===== src/rtl/adjexp_pipe_if.sv =====
// rtl/adjexp_pipe_if.sv - input/result handshake bundle for the exponent-adjust stage
interface adjexp_pipe_if #(
  parameter int EW = 11
);
  logic          in_valid;
  logic          in_ready;
  logic [EW-1:0] e2;
  logic          db;
  logic          sigovf;
  logic          ovf_en;
  logic          out_valid;
  logic          out_ready;
  logic [EW-1:0] e3;
  logic          ovf;

  modport slave (
    input  in_valid, e2, db, sigovf, ovf_en, out_ready,
    output in_ready, out_valid, e3, ovf
  );

  modport master (
    output in_valid, e2, db, sigovf, ovf_en, out_ready,
    input  in_ready, out_valid, e3, ovf
  );
endinterface


===== src/rtl/adjexp_pipe.sv =====
// rtl/adjexp_pipe.sv - registered exponent adjust with overflow detect; ADJEXP_OVF_CNT_EN adds ovf_cnt
module adjexp_pipe #(
  parameter int EW   = 11,
  parameter int EWN  = 8,
  parameter int CNTW = 16
) (
  input  logic              clk,
  input  logic              rst_n,
  adjexp_pipe_if.slave      bus,
  input  logic              sticky_clr,
  output logic              ovf_sticky
`ifdef ADJEXP_OVF_CNT_EN
  ,
  output logic [CNTW-1:0]   ovf_cnt
`endif
);

  // Largest finite exponent after wrap: 2^(W-2)-1, zero-extended to EW bits
  localparam logic [EW-1:0] WRAP_W = {2'b00, {(EW-2){1'b1}}};
  localparam logic [EW-1:0] WRAP_N = {{(EW-EWN+2){1'b0}}, {(EWN-2){1'b1}}};

  logic          allones;
  logic          ovf_c;
  logic          acc;
  logic [EW-1:0] e3_c;
  logic [EW-1:0] e3_q;
  logic          ovf_q;
  logic          valid_q;
  logic          sticky_q;

  assign bus.in_ready  = ~valid_q | bus.out_ready;
  assign acc           = bus.in_valid & bus.in_ready;
  assign bus.out_valid = valid_q;
  assign bus.e3        = e3_q;
  assign bus.ovf       = ovf_q;
  assign ovf_sticky    = sticky_q;

  always_comb begin
    allones = bus.db ? (&bus.e2) : (&bus.e2[EWN-1:0]);
    ovf_c   = bus.sigovf & allones;
    e3_c    = bus.e2;
    if (ovf_c & ~bus.ovf_en) begin
      e3_c = bus.db ? WRAP_W : WRAP_N;
    end
  end

  always_ff @(posedge clk or negedge rst_n) begin
    if (!rst_n) begin
      valid_q <= 1'b0;
      e3_q    <= '0;
      ovf_q   <= 1'b0;
    end else if (acc) begin
      valid_q <= 1'b1;
      e3_q    <= e3_c;
      ovf_q   <= ovf_c;
    end else if (bus.out_ready) begin
      valid_q <= 1'b0;
    end
  end

  // A new overflow outranks a same-cycle clear
  always_ff @(posedge clk or negedge rst_n) begin
    if (!rst_n) begin
      sticky_q <= 1'b0;
    end else if (acc & ovf_c) begin
      sticky_q <= 1'b1;
    end else if (sticky_clr) begin
      sticky_q <= 1'b0;
    end
  end

`ifdef ADJEXP_OVF_CNT_EN
  logic [CNTW-1:0] cnt_q;
  assign ovf_cnt = cnt_q;

  always_ff @(posedge clk or negedge rst_n) begin
    if (!rst_n) begin
      cnt_q <= '0;
    end else if (sticky_clr) begin
      cnt_q <= (acc & ovf_c) ? CNTW'(1) : '0;
    end else if ((acc & ovf_c) && (cnt_q != {CNTW{1'b1}})) begin
      cnt_q <= cnt_q + CNTW'(1);
    end
  end
`else
  if (CNTW > 0) begin : g_cntw_ref
  end
`endif

endmodule

===== src/flat_wrapper.sv =====
// flat-port wrapper written by rule: the top's interface ports become plain ports
module adjexp_pipe_flat 
#(
  parameter int EW   = 11,
  parameter int EWN  = 8,
  parameter int CNTW = 16
)
  (clk, rst_n, sticky_clr, ovf_sticky, bus_in_valid, bus_e2, bus_db, bus_sigovf, bus_ovf_en, bus_out_ready, bus_in_ready, bus_out_valid, bus_e3, bus_ovf);
  adjexp_pipe_if #(.EW(EW)) bus_i ();
  input  logic clk;
  input  logic rst_n;
  input  logic sticky_clr;
  output logic ovf_sticky;
  input wire logic [$bits(bus_i.in_valid)-1:0] bus_in_valid;
  input wire logic [$bits(bus_i.e2)-1:0] bus_e2;
  input wire logic [$bits(bus_i.db)-1:0] bus_db;
  input wire logic [$bits(bus_i.sigovf)-1:0] bus_sigovf;
  input wire logic [$bits(bus_i.ovf_en)-1:0] bus_ovf_en;
  input wire logic [$bits(bus_i.out_ready)-1:0] bus_out_ready;
  output wire logic [$bits(bus_i.in_ready)-1:0] bus_in_ready;
  output wire logic [$bits(bus_i.out_valid)-1:0] bus_out_valid;
  output wire logic [$bits(bus_i.e3)-1:0] bus_e3;
  output wire logic [$bits(bus_i.ovf)-1:0] bus_ovf;
  assign bus_i.in_valid = bus_in_valid;
  assign bus_i.e2 = bus_e2;
  assign bus_i.db = bus_db;
  assign bus_i.sigovf = bus_sigovf;
  assign bus_i.ovf_en = bus_ovf_en;
  assign bus_i.out_ready = bus_out_ready;
  assign bus_in_ready = bus_i.in_ready;
  assign bus_out_valid = bus_i.out_valid;
  assign bus_e3 = bus_i.e3;
  assign bus_ovf = bus_i.ovf;
  adjexp_pipe #(.EW(EW), .EWN(EWN), .CNTW(CNTW)) u_core (.clk(clk), .rst_n(rst_n), .bus(bus_i), .sticky_clr(sticky_clr), .ovf_sticky(ovf_sticky));
endmodule

===== config.mk =====
export PLATFORM = sky130hd
export DESIGN_NAME = adjexp_pipe_flat
export DESIGN_NICKNAME = d
export VERILOG_FILES = /design/src/rtl/adjexp_pipe_if.sv /design/src/rtl/adjexp_pipe.sv /design/src/flat_wrapper.sv
export SDC_FILE = /design/constraint.sdc
export NUM_CORES = 1
export LEC_CHECK = 0
export ABC_AREA = 0
export BUFFER_PORTS_ARGS = -buffer_cell sky130_fd_sc_hd__buf_4
export CORE_MARGIN = 10
export CORE_UTILIZATION = 44
export DETAILED_ROUTE_END_ITERATION = 7
export MAX_ROUTING_LAYER = met4
export PLACE_DENSITY = 0.86
export SLEW_MARGIN = 20
export SYNTH_ARGS = -nofsm -noshare
export SYNTH_HDL_FRONTEND = slang
export SYNTH_SLANG_ARGS = --single-unit

===== constraint.sdc =====
create_clock -name clk -period 3.75 [get_ports clk]
set_clock_uncertainty 0.15 [all_clocks]
set_input_delay 0.1875 -clock clk [delete_from_list [all_inputs] [get_ports clk]]
set_output_delay 0.1875 -clock clk [all_outputs]
set_load 0.03 [all_outputs]

==> Word level (Yosys, flattened, before mapping) <==
Index checks and enable logic that the tools add are counted.
Widths: inputs -> output; s select.
{ "word_totals": {"out_inout_bits": 15, "ff_bits": 14, "word_cells": 22} }
{ "classes": {"n_mux": 7, "bitwise_logic": 7, "n_reduce_logical": 4} }
{ "ops": {"columns": ["cell", "count"], "rows": [
  ["$mux 11", 1],
  ["$reduce_and 11->1", 1],
  ["$mux 9", 1],
  ["$reduce_and 8->1", 1],
  ["$mux 1", 5],
  ["$and 1x1->1", 4],
  ["$reduce_bool 2->1", 2],
  ["$not 1->1", 2],
  ["$or 1x1->1", 1]
]} }

==> Logic depth before layout (Yosys ltp) <==
Gate-level depths: netlist of the first run.
{ "depth": {"ltp_word": 5, "ltp_mapped": 5, "depth_no_buf": 4} }

==> Worst setup path before layout of the first run <==
OpenSTA, ideal clock, no wires.
{ "synth_timing": {"kind": "register -> register", "start": "reg u_core.valid_q (netlist: u_core.bus.out_valid)", "end": "reg u_core.e3_q[3] (netlist: u_core.bus.e3[3])", "arrival_ns": 1.393, "path_stages_with_launch": 5, "period_less_slack_ns": 1.668, "path_buffers": 1, "setup_slack_ns": 2.082, "t_required_ns": 3.475, "setup_time_ns": 0.125, "cell_sequence": "dfrtp_1 -> nand2b_2 -> nand2_2 -> buf_4 -> mux2_2"} }
{ "synth_via": {"elab_chain_len": 3} }
{ "synth_lines": {"columns": ["item", "line", "rtl"], "rows": [
  ["start: declaration", "adjexp_pipe.sv:28", "logic valid_q;"],
  ["start signal: assignment", "adjexp_pipe.sv:49", "valid_q <= 1'b0;"],
  ["start signal: assignment", "adjexp_pipe.sv:53", "valid_q <= 1'b1;"],
  ["start signal: assignment", "adjexp_pipe.sv:57", "valid_q <= 1'b0;"],
  ["$not 1->1", "adjexp_pipe.sv:31", "assign bus.in_ready = ~valid_q | bus.out_ready;"],
  ["$or 1x1->1", "adjexp_pipe.sv:31", null],
  ["via bus_in_ready", "flat_wrapper.sv:20", "output wire logic [$bits(bus_i.in_ready)-1:0] bus_in_ready;"],
  ["$and 1x1->1", "adjexp_pipe.sv:32", "assign acc = bus.in_valid & bus.in_ready;"],
  ["end signal: assignment", "adjexp_pipe.sv:50", "e3_q <= '0;"],
  ["end signal: assignment", "adjexp_pipe.sv:54", "e3_q <= e3_c;"],
  ["end: declaration", "adjexp_pipe.sv:26", "logic [EW-1:0] e3_q;"]
]} }
The timed path passes the listed nets, and every way through them passes these cells.
A chain may end at the register's enable or synchronous reset.

==> Worst setup path after layout of the first run <==
{ "layout_timing": {"start": "in bus_e2[9]", "end": "reg u_core.e3_q[8] (netlist: u_core.bus.e3[8])"} }
{ "layout_via": {"elab_chain_len": 5} }
{ "layout_lines": {"columns": ["item", "line", "rtl"], "rows": [
  ["start: declaration", "flat_wrapper.sv:15", "input wire logic [$bits(bus_i.e2)-1:0] bus_e2;"],
  ["$reduce_and 11->1", "adjexp_pipe.sv:39", "allones = bus.db ? (&bus.e2) : (&bus.e2[EWN-1:0]);"],
  ["$mux 1", "adjexp_pipe.sv:39", null],
  ["$and 1x1->1", "adjexp_pipe.sv:40", "ovf_c = bus.sigovf & allones;"],
  ["$and 1x1->1", "adjexp_pipe.sv:42", "if (ovf_c & ~bus.ovf_en) begin"],
  ["$mux 11", "adjexp_pipe.sv:42", null]
]} }
Every way passes these cells.

==> out/metrics.yaml, run 1 <==
setup_path:
  worst-endpoint-arrival_ns: 1.69
  worstPathRequired_ns: 3.77
  crit_type: "input pin to flip-flop"
  r2r_start: "u_core.bus.out_valid"
  ff2ff_setup_slack_ns: 2.28
  end_kind: "flip-flop"
  crit_path_max_fanout: 4
  reg2reg_depth: 4
  cp-start-kind: "input pin"
  timing.rr.end: "u_core.bus.e3[8]"
timing:
  worst_pin_slew_ns: 0.3062
  finalSetupViolations: 0
  tns_ns: 0
  rsz0062_at_grt: "false"
  fmax_mhz: 597.3
  maxSlewViolCount: 0
  fin_crit_ns: 1.674
  fin_crit_sh_pct: 44.64
  final-hold-violation-count: 0
  slew_headroom_pct: 79.51
global_routing:
  grtUsageMet3_pct: 3.319
  grt_overflow: 0
  first_global_vias: 642
  grt_usage_pct: 11.69
  antenna_found_initial: 0
  busiest_layer: "met2"
  grt_max_degree: 16
  grt_util_met1_pct: 12.72
  grtUsageMet2_pct: 19.53
  grt_pass1_wl_mm: 3.070
clock_network:
  cts_max_level: 1
  clk_latency_ns: 0.28
  cts_max_path_buffers: 2
  cts_tree: "yes"
  numCtsBuffers: 3
  clk_pin_slew_ns: 0.09
  cts-root-buf: "clkbuf_4"
  clkSinkCount: 14
  post_cts_buffers: 0
outcome:
  outcome: "finished clean"
yosys:
  syn_area_sq_um: 605.6
  synth_mux_area_share_pct: 11.16
  synthesis.nets: 65
  avgSynthCellArea_sq_um: 13.16
  synth_top_family_by_area: "simple AND/OR/NAND/NOR gates"
  synthCells: 46
  synth-seq-cells: 14
  yosys.area.top_type: "dfrtp_1"
  synth_xor_area_share_pct: 0
  synth.yosys.warnings: 0
  yosys.cell_types.count: 21
  netlist.area_leader.share_pct: 57.85
  synth_compound_area_share_pct: 11.78
  synth-adder-area-share_pct: 0
  synthTopCellsByArea: "dfrtp_1 (58%), mux2_2 (11%), nand4_2 (4.1%)"
  ys_seq_area_share_pct: 57.85
  synthSimpleGateAreaFrac_pct: 17.36
detailed_routing:
  wl_per_cell_um: 16.65
  drt_iter0_markers: 15
  wl_mm: 1.732
  num_vias: 558
  dr.pass1.iters: 4
  antenna_left: 0
  drc: 0
  via_per_inst: 5.365
die:
  dieArea_sq_um: 3260
  die_w_um: 57.10
  rows: 13
  io_pins: 34
  core_sq_um: 1301
  start_util_pct: 46.54
  die_h_um: 57.10
place:
  placedCellCount: 93
  placed_cell_area_sq_um: 864.6
  portBuffers: 33
  hpwl_mm: 1.356
  gp_congestion: 0.6814
pwr:
  p_int_uw: 282.7
  cellLeakagePower_nw: 0.4642
  peakVddDrop_mv: 0.2702
  power.total_uw: 409.8
  seqPwrFrac_pct: 43.5
  switching_share_pct: 31.01
  clkPwrFrac_pct: 26.8
  power_density_nw_per_um2: 422.1
  power.switching_uw: 127.1
  p_comb_share_pct: 29.8
cells_and_area:
  drive_above_1_share_pct: 57.30
  stdcell_area_sq_um: 970.9
  layout.cells.non_filler: 104
  antenna_cells: 0
  nets: 109
  syn_to_final_growth_pct: 60.33
  fillers: 95
worst_hold_path:
  hold_end: "u_core.bus.e3[0]"
  holdCritStartpoint: "bus_e2[0]"
  hold_depth: 2
  worstHoldPathType: "input pin to flip-flop"
run:
  max-cap-violations: 0
[per-layer routing]
layer,vias to the layer above,share of wire [%]
met3,2,5.8
met1,274,39
met5,-,0
met2,21,53
li1,261,-
met4,0,1.9
[kinds of logic after synthesis]
family / Yosys count
AO/OA/AOI/OAI: 9
buffers and inverters: 2
multiplexers: 6
AND/OR/NAND/NOR: 15
flip-flops: 14
[registers in the layout, summed over array words and instances (netlist names)]
signal	count
u_core.bus.e3	11
u_core.ovf_sticky	1
u_core.bus.ovf	1
u_core.bus.out_valid	1
[timing repair]
action	in CTS	in global routing
endpoints found under the hold margin	19	1
hold buffers	6	1
gates resized for setup	0	0
[worst max path at each step]
stage / start / to / slack, ns / cells past startpoint
3_3_place_gp: bus_out_ready / u_core.bus.e3[8] / 2.31 / 5
6_report: bus_e2[9] / u_core.bus.e3[8] / 2.08 / 6
4_1_cts: bus_e2[10] / u_core.bus.e3[8] / 2.11 / 6
2_1_floorplan: u_core.bus.out_valid / u_core.bus.e3[3] / 2.08 / 4
3_5_place_dp: bus_out_ready / u_core.bus.e3[8] / 2.27 / 5
5_1_grt: bus_e2[9] / u_core.bus.e3[8] / 1.98 / 6
[power groups by stage]
stage / Clock [mW] / Sequential, mW / Combinational [mW]
2_1_floorplan: 0 / 0.215 / 0.0267
6_report: 0.110 / 0.178 / 0.122
4_1_cts: 0.113 / 0.178 / 0.123
3_3_place_gp: 0 / 0.181 / 0.115
3_5_place_dp: 0 / 0.181 / 0.118
5_1_grt: 0.120 / 0.180 / 0.131
[cells in the final DEF, fill, tap and decap left out, types with 2 or more instances in the layout]
cell type,netlist,layout
nand2_1,4,4
dlygate4sd3_1,0,7
buf_4,1,33
dfrtp_1,14,14
a221o_1,2,2
a22o_2,2,2
nand4_2,2,2
clkbuf_4,0,3
o21ai_0,2,2
mux2_2,6,6
[final cells by class]
class	instances	area, sq um	share of cell area (%)
flip-flops and latches	14	350.3	36.08
repair buffers	40	317.8	32.73
multi-input cells	30	244.0	25.13
clock buffers	4	36.28	3.737
well taps	15	18.77	1.933
inverters	1	3.754	0.3866
[synthesized netlist by cell type, drive strengths merged]
cell / number
a22o: 2
dfrtp: 14
a21oi: 1
nor4: 1
or3: 1
nand4: 3
o21ai: 2
nand2b: 2
nand3: 1
a21boi: 1
a221o: 2
o41ai: 1
nor3: 1
nand2: 5
nor2: 1
inv: 1
mux2: 6
buf: 1
[metrics by stage]
stage / util, % / hold WS (ns) / setup WS (ns)
floorplan: - / -0.2581 / 2.082
global placement: 66.44 / -0.1095 / 2.313
detailed placement: 66.44 / -0.1026 / 2.271
CTS: 73.85 / 0.001457 / 2.113
global route: 74.62 / 0.0001973 / 1.978
finish: 74.62 / 0.01067 / 2.076
[worst max-delay path, stage by stage]
cell and delay (ns):
dlygate4sd3_1 0.55, buf_4 0.12, nand3_1 0.07, a21boi_0 0.27, a21oi_1 0.18, a221o_1 0.31
No activity file was read; power rests on OpenSTA's default activity.
==> inputs of run 2 (changes only) <==
--- a/config.mk
+++ b/config.mk
@@ -8,10 +8,10 @@
 export ABC_AREA = 0
 export BUFFER_PORTS_ARGS = -buffer_cell sky130_fd_sc_hd__buf_4
 export CORE_MARGIN = 10
-export CORE_UTILIZATION = 44
+export CORE_UTILIZATION = 37
 export DETAILED_ROUTE_END_ITERATION = 7
 export MAX_ROUTING_LAYER = met4
-export PLACE_DENSITY = 0.86
+export PLACE_DENSITY = 0.78
 export SLEW_MARGIN = 20
 export SYNTH_ARGS = -nofsm -noshare
 export SYNTH_HDL_FRONTEND = slang
==> constraint.sdc (replaced) <==
create_clock -name clk -period 1.5 [get_ports clk]
set_clock_uncertainty 0.15 [all_clocks]
set_input_delay 0.075 -clock clk [delete_from_list [all_inputs] [get_ports clk]]
set_output_delay 0.075 -clock clk [all_outputs]
set_load 0.03 [all_outputs]
==> out/metrics.yaml, run 2 (synthesis results as in run 1) <==
outcome:
  outcome: "finished clean"
die:
  start_util_pct: 39.74  # -6.8 points
  core_sq_um: 1524  # +17%
  rows: 14  # +1
  dieArea_sq_um: 3655  # +12%
  die_w_um: 60.46  # +5.9%
  io_pins: 34  # unchanged
  die_h_um: 60.46  # +5.9%
timing:
  slew_headroom_pct: 81.84  # +2.3 points
  fin_crit_ns: 1.458
  hold_ws_ns: 0.01347  # +0.002803 ns
  maxSlewViolCount: 0  # unchanged
  fin_ws_ns: 0.04204  # -2.034 ns
  fin_crit_sh_pct: 97.20
  tns_ns: 0  # unchanged
  final-hold-violation-count: 0  # unchanged
  fmax_mhz: 685.9
  finalSetupViolations: 0  # unchanged
  worst_pin_slew_ns: 0.2689  # -0.03734 ns
  rsz0062_at_grt: "false"
setup_path:
  path_cells: "dlygate4sd3_1, buf_4, or3_1, nor4_4, a221o_1"
  crit_path_max_fanout: 3  # -1
  crit_slowest_cell: "dlygate4sd3_1"
  crit_type: "input pin to flip-flop"
  worst-endpoint-arrival_ns: 1.54  # -0.15 ns
  cp-start-kind: "input pin"
  end_kind: "flip-flop"
  max_stage_delay_ns: 0.55  # about the same
  worstPathRequired_ns: 1.58  # -2.19 ns
global_routing:
  antenna_found_initial: 0  # unchanged
  grt_max_degree: 16  # unchanged
  grt_usage_pct: 10.76  # -0.93 points
  grt_overflow: 0  # unchanged
  first_global_vias: 641  # -0.16%
  grt_pass1_wl_mm: 2.918  # -5.0%
pwr:
  cellLeakagePower_nw: 0.5312  # +14%
  seqPwrFrac_pct: 42.0  # -1.5 points
  switching_share_pct: 31.06  # +0.045 points
  clkPwrFrac_pct: 25.9  # -0.9 points
  power.switching_uw: 328.9  # +160%
  p_int_uw: 730.2  # +160%
  power_density_nw_per_um2: 939.5  # +120%
  peakVddDrop_mv: 0.6299  # +130%
  p_comb_share_pct: 32.1  # +2.3 points
clock_network:
  clk_pin_slew_ns: 0.09  # about the same
  cts_max_path_buffers: 2  # unchanged
  cts-root-buf: "clkbuf_4"
  cts_max_level: 1  # unchanged
  numCtsBuffers: 3  # unchanged
  clk_latency_ns: 0.29  # about the same
  clkSinkCount: 14  # unchanged
  cts_tree: "yes"
detailed_routing:
  drt_iter0_markers: 6  # -9
  antenna_left: 0  # unchanged
  via_per_inst: 4.914  # -8.4%
  drc: 0  # unchanged
  wl_mm: 1.831  # +5.7%
  num_vias: 570  # +2.2%
  wl_per_cell_um: 15.78  # -5.2%
  dr.pass1.iters: 4  # unchanged
cells_and_area:
  antenna_cells: 0  # unchanged
  layout.cells.most_common: "buf_4"
  largest_reg_flops: 11  # unchanged
  nets: 120  # +10%
  drive_above_1_share_pct: 54.00  # -3.3 points
  mostFrequentLayoutCells: "buf_4 (34), dlygate4sd3_1 (17), dfrtp_1 (13)"
  syn_to_final_growth_pct: 86.16
place:
  hpwl_mm: 1.310  # -3.4%
  portBuffers: 33  # unchanged
  place_ws_ns: 0.1670  # -2.104 ns
  gp_congestion: 0.7060  # +3.6%
worst_hold_path:
  worstHoldPathType: "input pin to async pin"
run:
  max-cap-violations: 0  # unchanged
## run 2: final timing paths
kind | from | to | slack [ns] | cells past startpoint
max | bus_ovf_en | u_core.bus.e3[7] | 0.04 | 5
min reg2reg | u_core.bus.e3[6] | u_core.bus.e3[6] | 0.34 | 2
max reg2reg | u_core.bus.out_valid | u_core.bus.out_valid | 0.12 | 3
min in group clk | bus_out_ready | u_core.bus.ovf | 0.08 | 4
max in group asynchronous | rst_n | u_core.bus.out_valid | 1.01 | 2
min | rst_n | u_core.bus.ovf | 0.01 | 2
## run 2: final cells by class
| cell class | instances | area [sq um] |
|---|---|---|
| Inverter | 1 | 3.754 |
| Sequential cell | 14 | 351.6 |
| Fill cell | 96 | 396.6 |
| Timing Repair Buffer | 51 | 425.4 |
| Clock buffer | 4 | 36.28 |
| Tap cell | 16 | 20.02 |
| Multi-Input combinational cell | 30 | 290.3 |
## run 2: power by group through the flow
stage,clock [mW],combinational [mW],sequential (mW)
final,0.274,0.340,0.445
after global routing,0.292,0.362,0.451
after detailed placement,0,0.297,0.452
after floorplan,0,0.0694,0.539
after CTS,0.279,0.332,0.445
after global placement,0,0.293,0.452
## run 2: metal layers
layer | global-route usage (%) | share of wire, % | vias to the layer above
met5 | - | 0 | -
met4 | 1.881 | 0.66 | 0
met3 | 4.384 | 6.9 | 3
met2 | 20.29 | 54 | 22
met1 | 10.05 | 38 | 267
li1 | - | - | 278
## run 2: per-stage QoR
stage | cells | area, sq um | utilization [%] | power, mW
after floorplan | 46 | 616.8 | - | 0.6080
after global placement | 94 | 877.1 | 57.55 | 0.7450
after detailed placement | 94 | 877.1 | 57.55 | 0.7489
after CTS | 115 | 1084 | 71.10 | 1.057
after global routing | 116 | 1127 | 73.97 | 1.105
final | 116 | 1127 | 73.97 | 1.059
## run 2: worst max-delay path: cells and delay by family
family / cells / cell delay (ns)
AOI/OAI and AO/OA: 1 / 0.16
buffers and inverters: 2 / 0.71
and+or+nand+nor: 2 / 0.59
## run 2: what timing repair did
action                                 4_1_cts  5_1_grt
gates resized for setup                      0        6
buffers inserted                             0        1
endpoints found under the hold margin       28        0
hold buffers                                17        0
setup endpoints to repair                    0        2
==> inputs of run 3 (changes only) <==
--- a/config.mk
+++ b/config.mk
@@ -8,10 +8,11 @@
 export ABC_AREA = 0
 export BUFFER_PORTS_ARGS = -buffer_cell sky130_fd_sc_hd__buf_4
 export CORE_MARGIN = 10
-export CORE_UTILIZATION = 37
+export CORE_UTILIZATION = 40
+export CTS_BUF_LIST = sky130_fd_sc_hd__clkbuf_2
 export DETAILED_ROUTE_END_ITERATION = 7
 export MAX_ROUTING_LAYER = met4
-export PLACE_DENSITY = 0.78
+export PLACE_DENSITY = 0.82
 export SLEW_MARGIN = 20
 export SYNTH_ARGS = -nofsm -noshare
 export SYNTH_HDL_FRONTEND = slang
==> out/metrics.yaml, run 3 (synthesis results as in run 1) <==
outcome:
  outcome: "finished clean"
timing:
  fmax_mhz: 671.2  # -2.1%
  worst_pin_slew_ns: 0.3170  # +0.04808 ns
  maxSlewViolCount: 0  # unchanged
  final-hold-violation-count: 0  # unchanged
  fin_crit_sh_pct: 99.33  # +2.1 points
  hold_ws_ns: 0.03783  # +0.02435 ns
  fin_crit_ns: 1.490  # +0.03200 ns
  finalSetupViolations: 0  # unchanged
  slew_headroom_pct: 78.87  # -3.0 points
place:
  portBuffers: 33  # unchanged
  gp_congestion: 0.7724  # +9.4%
  hpwl_mm: 1.347  # +2.8%
pwr:
  p_comb_share_pct: 35.4  # +3.3 points
  power_density_nw_per_um2: 876.2  # -6.7%
  switching_share_pct: 33.15  # +2.1 points
  cellLeakagePower_nw: 0.5476  # +3.1%
  power.switching_uw: 324.1  # -1.5%
  seqPwrFrac_pct: 45.5  # +3.5 points
  clkPwrFrac_pct: 19.1  # -6.8 points
  p_int_uw: 653.7  # -10%
  peakVddDrop_mv: 0.7079  # +12%
  power.total_uw: 977.9  # -7.7%
setup_path:
  worstPathRequired_ns: 1.57  # about the same
  crit_type: "input pin to flip-flop"
  cp-start-kind: "input pin"
  worst-endpoint-arrival_ns: 1.56  # +0.02 ns
  end_kind: "flip-flop"
  ff2ff_setup_slack_ns: 0.11  # about the same
  crit_path_max_fanout: 2  # -1
clock_network:
  cts_max_level: 1  # unchanged
  clkSinkCount: 14  # unchanged
  cts-root-buf: "clkbuf_2"
  post_cts_buffers: 0  # unchanged
  clk_pin_slew_ns: 0.14  # +0.05 ns
  cts_max_path_buffers: 2  # unchanged
  cts_tree: "yes"
  numCtsBuffers: 3  # unchanged
  clk_latency_ns: 0.27  # -0.02 ns
detailed_routing:
  drt_iter0_markers: 11  # +5
  dr.pass1.iters: 4  # unchanged
  num_vias: 591  # +3.7%
  wl_per_cell_um: 17.64  # +12%
  drc: 0  # unchanged
  antenna_left: 0  # unchanged
  wl_mm: 1.976  # +7.9%
  via_per_inst: 5.277  # +7.4%
global_routing:
  grt_max_degree: 16  # unchanged
  antenna_found_initial: 0  # unchanged
  grt_overflow: 0  # unchanged
  grt_pass1_wl_mm: 3.001  # +2.8%
  first_global_vias: 653  # +1.9%
  grt_usage_pct: 11.47  # +0.70 points
cells_and_area:
  mostFrequentLayoutCells: "buf_4 (29), dlygate4sd3_1 (13), dfrtp_1 (13)"
  drive_above_1_share_pct: 54.64  # +0.64 points
  antenna_cells: 0  # unchanged
  layout.cells.most_common: "buf_4"
  fillers: 87  # -9.4%
  syn_to_final_growth_pct: 84.30
  nets: 117  # -2.5%
  utilization_pct: 81.69  # +7.7 points
  seq_area_sq_um: 351.6  # unchanged
  multi_input_area_sq_um: 301.5  # +3.9%
  largest_reg_flops: 11  # unchanged
die:
  start_util_pct: 44.32  # +4.6 points
  io_pins: 34  # unchanged
  core_sq_um: 1366  # -10%
  rows: 13  # -1
  die_w_um: 58.91  # -2.6%
  dieArea_sq_um: 3470  # -5.0%
  die_h_um: 58.91  # -2.6%
run:
  max-cap-violations: 0  # unchanged
worst_hold_path:
  worstHoldPathType: "input pin to async pin"
run 3: changes by cell type in the layout (fill, tap and decap cells not counted), sizes merged:
| cell | previous run | this run |
|---|---|---|
| dlymetal6s4s | 0 | 4 |
| dlygate4sd3 | 17 | 13 |
| buf | 34 | 31 |
run 3: repair_timing:
item | CTS | global route
resized for setup | 0 | 14
hold endpoints to repair | 28 | 0
hold buffers | 17 | 0
endpoints found under the setup margin | 0 | 4
run 3: area by class of cell:
type	count	area share (%)
Timing Repair Buffer	48	37.67
Tap cell	15	1.682
Inverter	1	0.3363
Multi-Input combinational cell	30	27.02
Clock buffer	4	1.794
Sequential cell	14	31.50
run 3: per-stage QoR:
stage	setup TNS, ns	cell area (sq um)	setup slack, ns	instances
floorplan	0	616.8	0.007630	46
global placement	0	875.8	0.2192	93
detailed placement	0	875.8	0.1607	93
CTS	0	1066	0.01086	114
global route	-0.02549	1116	-0.01890	112
finish	0	1116	0.01004	112
run 3: worst paths after layout:
path,start,end,depth (start not counted)
hold reg to reg,u_core.bus.e3[6],u_core.bus.e3[6],2
min in group clk,bus_out_ready,u_core.bus.ovf,4
setup / recovery,bus_e2[10],u_core.bus.e3[7],5
max in group asynchronous,rst_n,u_core.bus.out_valid,2
setup reg to reg,u_core.bus.out_valid,u_core.bus.out_valid,3
hold / removal,rst_n,u_core.bus.out_valid,2
run 3: layer usage:
| layer | track usage [%] | routed length [um] |
|---|---|---|
| met1 | 10.95 | 684 |
| met2 | 19.97 | 1087 |
| met3 | 5.150 | 195 |
| met4 | 3.934 | 8 |
| met5 | - | 0 |
run 3: power by group through the flow:
| stage | Clock (mW) | Combinational, mW | Sequential, mW |
|---|---|---|---|
| after CTS | 0.192 | 0.334 | 0.445 |
| after global routing | 0.206 | 0.368 | 0.448 |
| after floorplan | 0 | 0.0694 | 0.539 |
| after global placement | 0 | 0.292 | 0.450 |
| after detailed placement | 0 | 0.298 | 0.452 |
| final | 0.187 | 0.346 | 0.445 |
run 3: worst max-delay path, stage by stage:
cell and delay, ns:
dlygate4sd3_1 0.62, nand3_4 0.10, or3_4 0.34, nor4_4 0.27, a221o_1 0.15
